[src/rtl/traffic_light_fsm.sv]
// Highway/farm-road traffic light controller driving an external phase counter.
// Latency: lamps and state are registered; clear is combinational from state, count, car and reset.
// Backpressure: none; car is a level input, and 1-cycle pulses are latched in req until served.
module traffic_light_fsm #(
    parameter int HWY_MIN  = 40,
    parameter int FARM_MAX = 20,
    parameter int FARM_MIN = 5,
    parameter int YEL_T    = 4,
    parameter int RED_T    = 2
) (
    input  logic       clk,
    input  logic       reset,
    input  logic       car,
    input  logic [6:0] count,
    output logic       clear,
    output logic [2:0] hwy,
    output logic [2:0] farm,
    output logic [2:0] state
);

    typedef enum logic [2:0] {
        S_HG  = 3'd0,
        S_HY  = 3'd1,
        S_AR1 = 3'd2,
        S_FG  = 3'd3,
        S_FY  = 3'd4,
        S_AR2 = 3'd5
    } state_t;

    // Lamp encodings, {R,Y,G}
    localparam logic [2:0] LAMP_R = 3'b100;
    localparam logic [2:0] LAMP_Y = 3'b010;
    localparam logic [2:0] LAMP_G = 3'b001;

    // Last count value of each phase, as 7-bit constants matching the counter
    localparam logic [6:0] HWY_LAST  = 7'(HWY_MIN - 1);
    localparam logic [6:0] FMAX_LAST = 7'(FARM_MAX - 1);
    localparam logic [6:0] FMIN_LAST = 7'(FARM_MIN - 1);
    localparam logic [6:0] YEL_LAST  = 7'(YEL_T - 1);
    localparam logic [6:0] RED_LAST  = 7'(RED_T - 1);

    state_t state_q, state_d;
    logic   hold_q, hold_d;
    logic   req_q, req_d;
    logic   phase_done;
    logic   hwy_min_met;
    logic   car_pending;

    // State and sticky flags; synchronous reset dominates every transition
    always_ff @(posedge clk) begin
        if (!reset) begin
            state_q <= S_HG;
            hold_q  <= 1'b0;
            req_q   <= 1'b0;
        end else begin
            state_q <= state_d;
            hold_q  <= hold_d;
            req_q   <= req_d;
        end
    end

    // hold remembers that the highway minimum has elapsed, so a counter wrap
    // during a long highway green cannot re-arm the minimum-time check.
    assign hwy_min_met = hold_q | (count == HWY_LAST);
    assign car_pending = req_q | car;

    // Next-state, phase-exit and flag update logic
    always_comb begin
        state_d    = state_q;
        phase_done = 1'b0;
        hold_d     = hold_q;
        // Sensor pulses are latched outside farm green so none is lost
        req_d      = req_q | (car & (state_q != S_FG));

        case (state_q)
            S_HG: begin
                if (hwy_min_met && car_pending) begin
                    phase_done = 1'b1;
                    state_d    = S_HY;
                    // The car that triggered this exit is the one being served
                    req_d      = 1'b0;
                end else if (count == HWY_LAST) begin
                    hold_d = 1'b1;
                end
            end
            S_HY: begin
                if (count == YEL_LAST) begin
                    phase_done = 1'b1;
                    state_d    = S_AR1;
                end
            end
            S_AR1: begin
                if (count == RED_LAST) begin
                    phase_done = 1'b1;
                    state_d    = S_FG;
                end
            end
            S_FG: begin
                // Farm green ends at its maximum, or early once the road is empty
                if ((count == FMAX_LAST) || ((count >= FMIN_LAST) && !car)) begin
                    phase_done = 1'b1;
                    state_d    = S_FY;
                end
            end
            S_FY: begin
                if (count == YEL_LAST) begin
                    phase_done = 1'b1;
                    state_d    = S_AR2;
                end
            end
            S_AR2: begin
                if (count == RED_LAST) begin
                    phase_done = 1'b1;
                    state_d    = S_HG;
                end
            end
            default: begin
                // Unused codes recover to highway green with a fresh phase
                phase_done = 1'b1;
                state_d    = S_HG;
            end
        endcase

        // hold is only meaningful while highway green persists
        if (state_d != S_HG || state_q != S_HG) begin
            hold_d = 1'b0;
        end
        // Entering or sitting in farm green serves any pending request
        if (state_d == S_FG) begin
            req_d = 1'b0;
        end
    end

    // Counter clear on every phase exit, and held while in reset
    assign clear = phase_done | ~reset;

    // Lamp decode from the registered state only, so lamps never glitch on inputs
    always_comb begin
        hwy  = LAMP_R;
        farm = LAMP_R;
        case (state_q)
            S_HG:    begin hwy = LAMP_G; farm = LAMP_R; end
            S_HY:    begin hwy = LAMP_Y; farm = LAMP_R; end
            S_AR1:   begin hwy = LAMP_R; farm = LAMP_R; end
            S_FG:    begin hwy = LAMP_R; farm = LAMP_G; end
            S_FY:    begin hwy = LAMP_R; farm = LAMP_Y; end
            S_AR2:   begin hwy = LAMP_R; farm = LAMP_R; end
            default: begin hwy = LAMP_R; farm = LAMP_R; end
        endcase
    end

    assign state = state_q;

endmodule

[config.mk]
export PLATFORM = sky130hd
export DESIGN_NAME = traffic_light_fsm
export DESIGN_NICKNAME = d
export VERILOG_FILES = /design/src/rtl/traffic_light_fsm.sv
export SDC_FILE = /design/constraint.sdc
export NUM_CORES = 1
export LEC_CHECK = 0
export ABC_AREA = 1
export BUFFER_PORTS_ARGS = -buffer_cell sky130_fd_sc_hd__buf_2
export CELL_PAD_IN_SITES_DETAIL_PLACEMENT = 1
export CELL_PAD_IN_SITES_GLOBAL_PLACEMENT = 1
export CORE_UTILIZATION = 29
export DETAILED_ROUTE_END_ITERATION = 7
export PLACE_DENSITY = 0.76
export SLEW_MARGIN = 20
export SYNTH_ARGS = -nofsm -noshare
export SYNTH_HDL_FRONTEND = slang
export SYNTH_SLANG_ARGS = --single-unit
[constraint.sdc]
create_clock -name clk -period 1.1 [get_ports clk]
set_input_delay 0.055 -clock clk [delete_from_list [all_inputs] [get_ports clk]]
set_output_delay 0.055 -clock clk [all_outputs]
set_load 0.02 [all_outputs]
---- Yosys cells after proc, flatten, opt, wreduce, memory -nomap -nowiden ----
Index checks and enable logic that the tools add are counted.
storage, ports and cells
  register bits ........................... 5
  input port bits ......................... 10
  output and inout bits ................... 10
  logic and storage cells ................. 51
operators by class
  magnitude comparators ................... 1
  equal/unequal tests ..................... 11
  multiplexer cells ....................... 16
  bitwise gates (word level) .............. 7
  reductions and logical operators ........ 13
operators by type and width
  cell                                                                   count
  3-bit two-way mux                                                      6
  3-bit one-hot mux with 6 select lines                                  1
  3-bit one-hot mux with 2 select lines                                  2
  3-bit by 2-bit == test with 1-bit output, second input constant        3
  2-bit OR reduction                                                     4
  7-bit by 1-bit == test with 1-bit output, second input constant        1
  7-bit by 2-bit == test with 1-bit output, second input constant        1
  7-bit by 5-bit == test with 1-bit output, second input constant        1
  7-bit by 6-bit == test with 1-bit output, second input constant        1
  7-bit by 3-bit >= comparator with 1-bit output, second input constant  1
  3-bit == test, second input constant                                   2
  1-bit two-way mux                                                      6
  3-bit nonzero test                                                     2
  1-bit OR                                                               4
  1-bit one-hot mux with 4 select lines                                  1
  3-bit by 1-bit == test with 1-bit output, second input constant        1
  3-bit zero test                                                        1
  3-bit by 2-bit != test with 1-bit output, second input constant        1
  3-bit AND reduction                                                    1
  1-bit logical AND                                                      2
  1-bit logical OR                                                       2
  1-bit NOT                                                              2
  1-bit AND                                                              1
  1-bit zero test                                                        1

---- Depth between registers and ports, before layout ----
Gate-level depths: netlist of run 1.
  depth after elaboration ................. 8
  mapped depth ............................ 10
  depth with buffers taken out ............ 10

---- Worst setup path after synthesis of run 1 ----
Ideal clock, no wire load.
  path type ............................... register -> register
  from .................................... register state_q[2], in the netlist state[2]
  to ...................................... register hold_q
  library setup time ...................... 119 ps
  arrival time ............................ 1233 ps
  required time ........................... 981 ps
  path slack .............................. -252 ps
  stages on the path, launching flop included .. 8
  path buffers ............................ 0
  period minus slack after synthesis ...... 1352 ps
  path through ............................ dfxtp_1 -> inv_2 -> nor2_2 -> nand2_2 -> nand2_1 -> nor2_1 -> nand2_1 -> nor2_2
between the ends
  cells in the longest elaborated chain, start to end .. 5
  elaborated cells on any way between the ends .. 18
  classes of those cells .................. eq/ne (5); mux (7); reduce/logical (6)
RTL lines
  element                                      line  text
  from (decl)                                  42    state_t state_q, state_d;
  from (signal assigned)                       56    state_q <= state_d;
  3-bit == test, or another cell as far along  75    case (state_q)
  3-bit one-hot mux with 6 select lines        75
  3-bit nonzero test                           125   if (state_d != S_HG || state_q != S_HG) begin
  1-bit logical OR                             125
  2-bit OR reduction (no source line)          --
  to (signal assigned)                         57    hold_q <= hold_d;
  to (decl)                                    43    logic hold_q, hold_d;
Several ways; a longest one is shown, not always the timed one.
A chain may end at the register's enable or synchronous reset.

---- Final worst setup path of run 1 ----
  from .................................... register state_q[2], in the netlist state[2]
  to ...................................... output clear
between the ends
  cells in the longest elaborated chain, start to end .. 4
  elaborated cells on any way between the ends .. 10
  classes of those cells .................. eq/ne (5); mux (1); bitwise (1); reduce/logical (3)
RTL lines
  element                                      line  text
  3-bit == test, or another cell as far along  75
  2-bit OR reduction (no source line)          --
  1-bit one-hot mux with 4 select lines *      75
  1-bit OR *                                   135   assign clear = phase_done | ~reset;
  to (decl)                                    15    output logic clear,
Mark *: on every way between the ends. The rest lies on a longest branch, timed or not.

==> results of run 1 <==
[state kept, by name, summed over array words and instances (netlist names)]
| signal | cells |
|---|---|
| state | 3 |
| hold_q | 1 |
| req_q | 1 |
[cell usage in the layout (no fill, tap or decap)]
cell type / instances
a21oi_2: 2
nor2_4: 5
nand2_4: 2
buf_6: 11
nor3_2: 1
clkinv_2: 1
nor2_1: 12
clkbuf_4: 3
a21oi_1: 3
buf_4: 15
o2111ai_1: 1
nand3_1: 3
inv_4: 2
dfxtp_4: 3
inv_2: 6
nand2_1: 17
clkbuf_1: 1
dfxtp_1: 2
inv_1: 7
o211ai_1: 1
nand3_4: 1
buf_2: 11
o21ai_1: 2
nor2_2: 5
nand3_2: 4
o31ai_1: 1
nor3_1: 1
nand2_2: 7
[per-stage QoR]
step / setup slack [ns] / instances / hold WS, ns / power, mW
after detailed placement: -0.1256 / 135 / 0.3637 / 0.2686
final: -0.3003 / 146 / 0.1207 / 0.5160
after global placement: -0.07362 / 135 / 0.3539 / 0.2643
after floorplan: -0.05760 / 89 / 0.2113 / 0.2298
after CTS: -0.2917 / 146 / 0.1196 / 0.5056
after global routing: -0.3582 / 146 / 0.1190 / 0.5403
[area by class of cell]
class / count / share of cell area [%]
Timing Repair Buffer: 37 / 31.28
Clock buffer: 4 / 2.819
Sequential cell: 5 / 11.95
Tap cell: 16 / 2.148
Inverter: 16 / 7.114
Multi-Input combinational cell: 68 / 44.70
[routing by layer]
layer / vias to the layer above / track usage (%)
met5: - / 0
met4: 0 / 7.500
met3: 6 / 10.83
met2: 26 / 55.76
met1: 355 / 34.09
li1: 357 / -
[final timing paths]
kind | to | slack (ns) | cells after the start | startpoint
hold / removal | hold_q | 0.12 | 3 | reset
hold reg to reg | req_q | 0.61 | 2 | req_q
setup reg to reg | hold_q | -0.24 | 10 | state[2]
setup / recovery | clear | -0.30 | 10 | state[2]
[what timing repair did]
action / CTS / global route
endpoints found under the setup margin: 10 / 13
endpoints found under the hold margin: 0 / 0
setup buffers: 7 / 0
pin swaps: 9 / 5
gates resized for setup: 29 / 11
[report_power, final]
part | internal (mW) | switching [mW]
Combinational | 0.0383 | 0.0616
Clock | 0.139 | 0.0976
Sequential | 0.177 | 0.00265
[worst register-to-register path: cells and delay by family (launching register included)]
family | cells | cell delay [ns]
simple gates | 6 | 0.45
buf+inv | 4 | 0.41
flops | 1 | 0.36
[cell families (layout without fill, tap and decap cells)]
| kind of cell | count (synthesis) | count (layout) | share of synthesized area [%] |
|---|---|---|---|
| DFF | 5 | 5 | 20.10 |
| buffers and inverters | 16 | 57 | 12.31 |
| AOI/OAI and AO/OA | 10 | 10 | 11.81 |
| and+or+nand+nor | 58 | 58 | 55.78 |
==> results.sh, run 1 <==
export IMPL_cts_hold_fix_buffers=0
export IMPL_synth_most_common_cell="nand2_1"
export IMPL_cts_buffers=3
export IMPL_clkTransAtPathRegs_ns=0.05
export IMPL_violations="design-rule violations, negative setup slack"
export IMPL_dr_wl_met3_um=141
export IMPL_setup_violations=11
export IMPL_yosys_warnings=0
export IMPL_vias=744
export IMPL_coreArea_um2=1559
export IMPL_grt_max_degree=7
export IMPL_timing_max_cap_violations=0
export IMPL_syn_area_um2=498.0
export IMPL_drc=2
export IMPL_synth_ff_type="dfxtp_1"
export IMPL_overflow=0
export IMPL_crit_path_cell_trace="inv_4 -> nand2_4 -> nor2_4 -> inv_2 -> nand2_2 -> nand3_2 -> nand2_2 -> nor2_2 -> nand3_2 -> buf_6"
export IMPL_dieArea_um2=1887
export IMPL_place_congestion=0.8316
export IMPL_power_leakage_nw=0.4917
export IMPL_die_w_um=43.44
export IMPL_avgViaCountPerCell=5.096
export IMPL_synth_largest_area_cell="dfxtp_1"
export IMPL_seq_area_frac_synth_pct=20.10
export IMPL_outcome="finished with violations"
export IMPL_initial_core_util_pct=31.94
export IMPL_wl_met1_um=1010
export IMPL_synth_cell_types=18
export IMPL_synth_nets=99
export IMPL_seqCellArea_um2=111.4
export IMPL_ios=20
export IMPL_cp_max_fo=4
export IMPL_antenna_found_initial=0
export IMPL_numPortBuffers=19
export IMPL_fin_ws_ns=-0.3003
export IMPL_avgRoutedWirePerCell_um=17.09
export IMPL_power_density_nw_per_um2=553.6
export IMPL_maxSlewViolCount=0
export IMPL_yosys_area_top_type_share_pct=20.10
export IMPL_wl_met2_um=1282
export IMPL_worstSkewPairLatency_ns=0.26
export IMPL_async_flop_share_pct=0
export IMPL_ir_drop_mv=0.4734
export IMPL_syn_avg_cell_area_um2=5.595
export IMPL_startpoint_type="register"
export IMPL_final_util_pct=59.79
export IMPL_drive_above_1_share_pct=60.77
export IMPL_postSynthCellCount=89
export IMPL_tritoncts="done"
export IMPL_grt_pass1_vias=818
export IMPL_routed_top_layer="met4"
export IMPL_rsz0062_at_grt="true"
export IMPL_wl_um=2495
export IMPL_skew_ns=0.005048
export IMPL_rows=14
export IMPL_fillers=216
export IMPL_synth_edf_count=0
export IMPL_synth_area_leaders="dfxtp_1, nand2_1, nor2_1"
export IMPL_dpl_instance_area_um2=724.4
export IMPL_multiInputGateArea_um2=416.7
export IMPL_layout_nets=141
export IMPL_drt_pass1_iterations=6
export IMPL_ys_seq_elements=5
export IMPL_cp_data_arrival_time_ns=1.35
export IMPL_htreeDepth=1
export IMPL_cts_root_buffer="clkbuf_4"
export IMPL_grtUsageTotal_pct=30.75
export IMPL_critPathSlowestCell="dfxtp_4"
export IMPL_max_freq_mhz=714.1
export IMPL_crit_required_ns=1.04
export IMPL_synth_common_cells="nand2_1, nor2_1, inv_1"
export IMPL_fin_area_um2=932.1
export IMPL_grt_pass1_wl_um=4043
export IMPL_area_growth_pct=87.19
export IMPL_hold_path_class="input pin to register"
export IMPL_tightestPinTransition_ns=0.3164
export IMPL_die_h_um=43.44
export IMPL_path_class="register to primary output"
export IMPL_clock_sinks=5
export IMPL_worstSetupEndpointType="primary output"
export IMPL_relSlewSlack_pct=78.83
export IMPL_clk_path_buf_depth=2
export IMPL_dp_hpwl_um=1521
export IMPL_critPathTopFamily="simple AND/OR/NAND/NOR gates"
export IMPL_period_share_pct=127.3
export IMPL_diodes=0
export IMPL_slowest_delay_ns=0.38
export IMPL_drt_iter0_markers=20
export IMPL_ant_nets=0
export IMPL_hold_viol=0
export IMPL_final_min_clock_period_ns=1.400
export IMPL_final_setup_tns_ns=-1.906
export IMPL_path_buf_inv=3
Power figures use the tool's default switching activity.
==> run 2: changes to the inputs <==
- clock period: 1.1 -> 1.6 ns (I/O delays scaled with it)
==> results.sh, run 2 (synthesis results as in run 1) <==
export IMPL_grtUsageTotal_pct=19.29
export IMPL_largest_reg_flops=3
export IMPL_grt_pass1_wl_um=2691
export IMPL_drc=2
export IMPL_drt_iter0_markers=18
export IMPL_internal_power_mw=0.2411
export IMPL_hold_path_class="input pin to register"
export IMPL_area_growth_pct=33.42
export IMPL_clkTransAtPathRegs_ns=0.05
export IMPL_drive_above_1_share_pct=41.59
export IMPL_startpoint_type="register"
export IMPL_maxSlewViolCount=0
export IMPL_final_setup_tns_ns=0
export IMPL_hold_viol=0
export IMPL_cp_max_fo=6
export IMPL_numPortBuffers=19
export IMPL_avgViaCountPerCell=4.884
export IMPL_skew_ns=0.002219
export IMPL_power_mw=0.3350
export IMPL_hold_worst_slack_ns=0.1380
export IMPL_crit_required_ns=1.52
export IMPL_die_h_um=43.44
export IMPL_vias=630
export IMPL_wl_um=1558
export IMPL_pre_cts_slack_ns=0.2614
export IMPL_p_comb_share_pct=16.1
export IMPL_max_freq_mhz=671.7
export IMPL_power_density_nw_per_um2=504.2
export IMPL_initial_core_util_pct=31.94
export IMPL_cp_data_arrival_time_ns=1.41
export IMPL_seq_power_share_pct=37.9
export IMPL_overflow=0
export IMPL_cts_root_buffer="clkbuf_4"
export IMPL_period_share_pct=93.04
export IMPL_ios=20
export IMPL_die_w_um=43.44
export IMPL_tritoncts="done"
export IMPL_cts_hold_fix_buffers=0
export IMPL_worstSetupEndpointType="primary output"
export IMPL_dp_cells=124
export IMPL_diodes=0
export IMPL_rows=14
export IMPL_fillers=217
export IMPL_cts_buffers=3
export IMPL_avgRoutedWirePerCell_um=12.08
export IMPL_outcome="finished with violations"
export IMPL_worstSkewPairLatency_ns=0.25
export IMPL_grt_pass1_vias=609
export IMPL_power_leakage_nw=0.3730
export IMPL_drt_pass1_iterations=7
export IMPL_swShare_pct=28.04
export IMPL_tightestPinTransition_ns=0.2849
export IMPL_grt_max_degree=7
export IMPL_most_common_layout_cells="nand2_1, buf_2, nor2_1"
export IMPL_clk_path_buf_depth=2
export IMPL_dpl_instance_area_um2=613.1
export IMPL_clkPwrFrac_pct=46.0
export IMPL_final_cells=129
export IMPL_fin_area_um2=664.4
export IMPL_layout_nets=124
export IMPL_dieArea_um2=1887
export IMPL_final_util_pct=42.62
export IMPL_fin_ws_ns=0.1113
export IMPL_htreeDepth=1
export IMPL_layout_commonest_cell="nand2_1"
export IMPL_timing_max_cap_violations=0
export IMPL_violations="design-rule violations"
export IMPL_coreArea_um2=1559
export IMPL_place_congestion=0.8313
export IMPL_setup_violations=0
export IMPL_relSlewSlack_pct=80.84
export IMPL_final_min_clock_period_ns=1.489
export IMPL_antenna_found_initial=0
export IMPL_ant_nets=0
export IMPL_switching_power_mw=0.09392
export IMPL_clock_sinks=5
export IMPL_path_class="register to primary output"
export IMPL_ir_drop_mv=0.3238
export IMPL_dp_hpwl_um=1302
## run 2: layout make-up
type,instances,area [µm²],area share [%]
clock buffer,4,26.28,3.955
timing repair buffer,20,102.6,15.44
tap,16,20.02,3.013
inverter,16,63.81,9.605
multi-input combinational,68,345.3,51.98
sequential,5,106.4,16.01
## run 2: routing by layer
layer | global-route usage, % | routed length (µm) | share of wire [%] | vias up
met4 | 5.625 | 9 | 0.58 | 0
met3 | 6.250 | 64 | 4.1 | 2
li1 | - | - | - | 329
met2 | 30.91 | 734 | 47 | 11
met5 | 0 | 0 | 0 | -
met1 | 24.75 | 750 | 48 | 288
## run 2: critical path: stages, from the launching register on
cell	delay, ns
dfxtp_2	0.40
inv_4	0.07
nand2_4	0.09
nor2_4	0.05
inv_1	0.05
nand2_1	0.04
nand3_1	0.07
nand2_1	0.06
nor2_1	0.09
nand3_1	0.07
buf_2	0.16
## run 2: final timing paths
kind / to / depth (start not counted) / slack [ns] / startpoint
setup / recovery: clear / 10 / 0.11 / state[2]
hold / removal: req_q / 3 / 0.14 / reset
hold reg to reg: req_q / 2 / 0.55 / req_q
setup reg to reg: state[0] / 8 / 0.42 / state[0]
## run 2: power by group through the flow
| stage | combinational, mW | clock [mW] | sequential [mW] |
|---|---|---|---|
| 6_report | 0.0540 | 0.154 | 0.127 |
| 5_1_grt | 0.0613 | 0.173 | 0.127 |
| 4_1_cts | 0.0537 | 0.160 | 0.128 |
| 3_5_place_dp | 0.0535 | 0 | 0.131 |
| 3_3_place_gp | 0.0515 | 0 | 0.131 |
| 2_1_floorplan | 0.0305 | 0 | 0.130 |
## run 2: what timing repair did
item                                    in CTS  in global routing
buffers inserted                             0                  1
gates cloned                                 0                  0
pin swaps                                    0                  1
endpoints found under the hold margin        0                  0
resized for setup                            1                  6
endpoints found under the setup margin       1                  1
==> run 3: changes to the inputs <==
- SETUP_SLACK_MARGIN: unset -> 0.2
==> results.sh, run 3 (synthesis results as in run 1) <==
export IMPL_dp_cells=124
export IMPL_tritoncts="done"
export IMPL_swShare_pct=29.51
export IMPL_diodes=0
export IMPL_path_buf_inv=3
export IMPL_drt_pass1_iterations=6
export IMPL_cp_data_arrival_time_ns=1.41
export IMPL_rows=14
export IMPL_place_congestion=0.8313
export IMPL_layout_commonest_cell="nand2_1"
export IMPL_htreeDepth=1
export IMPL_pre_cts_slack_ns=0.2614
export IMPL_tightestPinTransition_ns=0.3419
export IMPL_hold_viol=0
export IMPL_clkPwrFrac_pct=45.8
export IMPL_cts_root_buffer="clkbuf_4"
export IMPL_rsz0062_at_grt="true"
export IMPL_die_h_um=43.44
export IMPL_power_density_nw_per_um2=432.9
export IMPL_seqCellArea_um2=111.4
export IMPL_area_growth_pct=59.30
export IMPL_drc=3
export IMPL_numPortBuffers=19
export IMPL_avgRoutedWirePerCell_um=15.23
export IMPL_setup_violations=0
export IMPL_grt_pass1_vias=667
export IMPL_hold_worst_slack_ns=0.1359
export IMPL_skew_ns=0.001123
export IMPL_initial_core_util_pct=31.94
export IMPL_clkTransAtPathRegs_ns=0.05
export IMPL_most_common_layout_cells="nand2_1, buf_2, nor2_1"
export IMPL_critPathTopFamily="simple AND/OR/NAND/NOR gates"
export IMPL_path_class="register to primary output"
export IMPL_hold_path_class="input pin to register"
export IMPL_grt_pass1_wl_um=3105
export IMPL_fin_ws_ns=0.1089
export IMPL_switching_power_mw=0.1013
export IMPL_overflow=0
export IMPL_crit_path_cell_trace="inv_4 -> nand2_4 -> nor2_4 -> inv_2 -> nand2_1 -> nand3_1 -> nand2_1 -> nor2_1 -> nand3_1 -> buf_6"
export IMPL_wl_um=2102
export IMPL_final_min_clock_period_ns=1.491
export IMPL_critPathSlowestCell="dfxtp_4"
export IMPL_multiInputGateArea_um2=380.4
export IMPL_final_setup_tns_ns=0
export IMPL_grtUsageTotal_pct=22.55
export IMPL_drt_iter0_markers=20
export IMPL_layout_nets=133
export IMPL_final_cells=138
export IMPL_avgViaCountPerCell=5.007
export IMPL_ant_nets=0
export IMPL_antenna_found_initial=0
export IMPL_relSlewSlack_pct=77.12
export IMPL_period_share_pct=93.19
export IMPL_worstSkewPairLatency_ns=0.26
export IMPL_ir_drop_mv=0.3320
export IMPL_timing_max_cap_violations=0
export IMPL_fillers=216
export IMPL_ios=20
export IMPL_die_w_um=43.44
export IMPL_cp_max_fo=5
export IMPL_cts_hold_fix_buffers=0
export IMPL_startpoint_type="register"
export IMPL_seq_power_share_pct=36.0
export IMPL_max_freq_mhz=670.7
export IMPL_violations="design-rule violations"
export IMPL_dieArea_um2=1887
export IMPL_clk_path_buf_depth=2
export IMPL_power_leakage_nw=0.4332
export IMPL_final_util_pct=50.88
export IMPL_vias=691
export IMPL_slowest_delay_ns=0.38
export IMPL_coreArea_um2=1559
export IMPL_drive_above_1_share_pct=52.46
export IMPL_outcome="finished with violations"
export IMPL_p_comb_share_pct=18.2
export IMPL_internal_power_mw=0.2420
export IMPL_cts_buffers=3
export IMPL_dp_hpwl_um=1302
export IMPL_maxSlewViolCount=0
export IMPL_clock_sinks=5
export IMPL_worstSetupEndpointType="primary output"
export IMPL_grt_max_degree=7
export IMPL_largest_reg_flops=3
export IMPL_crit_required_ns=1.52
[run 3: cell count changes in the layout (fill, tap and decap cells not counted), moves of 2 or more]
cell	before	now
dfxtp_2	2	0
buf_4	1	9
nand2_1	22	19
nand2_2	3	5
inv_1	9	7
dfxtp_4	1	3
[run 3: per-layer routing]
layer	wire (µm)	GRT usage, %
met1	842	27.96
met2	1165	36.36
met3	83	7.083
met4	10	8.750
met5	0	0
[run 3: final timing paths]
kind	startpoint	end	slack, ns	cells past startpoint
setup / recovery	state[2]	clear	0.11	10
hold reg to reg	req_q	req_q	0.58	2
setup reg to reg	state[2]	req_q	0.29	8
hold / removal	reset	req_q	0.14	3
[run 3: layout make-up]
type                            instances  share of cell area, %
Timing Repair Buffer                   29                  23.82
Inverter                               16                  8.360
Sequential cell                         5                  14.04
Multi-Input combinational cell         68                  47.95
Clock buffer                            4                  3.312
Tap cell                               16                  2.524
[run 3: stage by stage]
| stage | instance area [µm²] | total power, mW |
|---|---|---|
| 2_1_floorplan | 498.0 | 0.1610 |
| 3_3_place_gp | 613.1 | 0.1820 |
| 3_5_place_dp | 613.1 | 0.1841 |
| 4_1_cts | 719.4 | 0.3408 |
| 5_1_grt | 793.3 | 0.3661 |
| 6_report | 793.3 | 0.3434 |
[run 3: what timing repair did]
action                                 CTS  global route
endpoints found under the hold margin    0             0
setup endpoints to repair                1             1
resized for setup                        9            14
pin swaps                                5             5
setup buffers                            6             4
[run 3: power groups by stage]
stage / combinational, mW / clock (mW) / sequential, mW
detailed placement: 0.0535 / 0 / 0.131
CTS: 0.0561 / 0.160 / 0.125
floorplan: 0.0305 / 0 / 0.130
finish: 0.0625 / 0.157 / 0.124
global route: 0.0696 / 0.173 / 0.124
global placement: 0.0515 / 0 / 0.131
[run 3: worst register-to-register path: stages, from the launching register on]
cell,delay [ns]
dfxtp_4,0.36
inv_4,0.08
nand2_4,0.07
buf_12,0.13
nor2_4,0.17
buf_4,0.13
nor2_1,0.03
o211ai_1,0.15
nor2_1,0.07
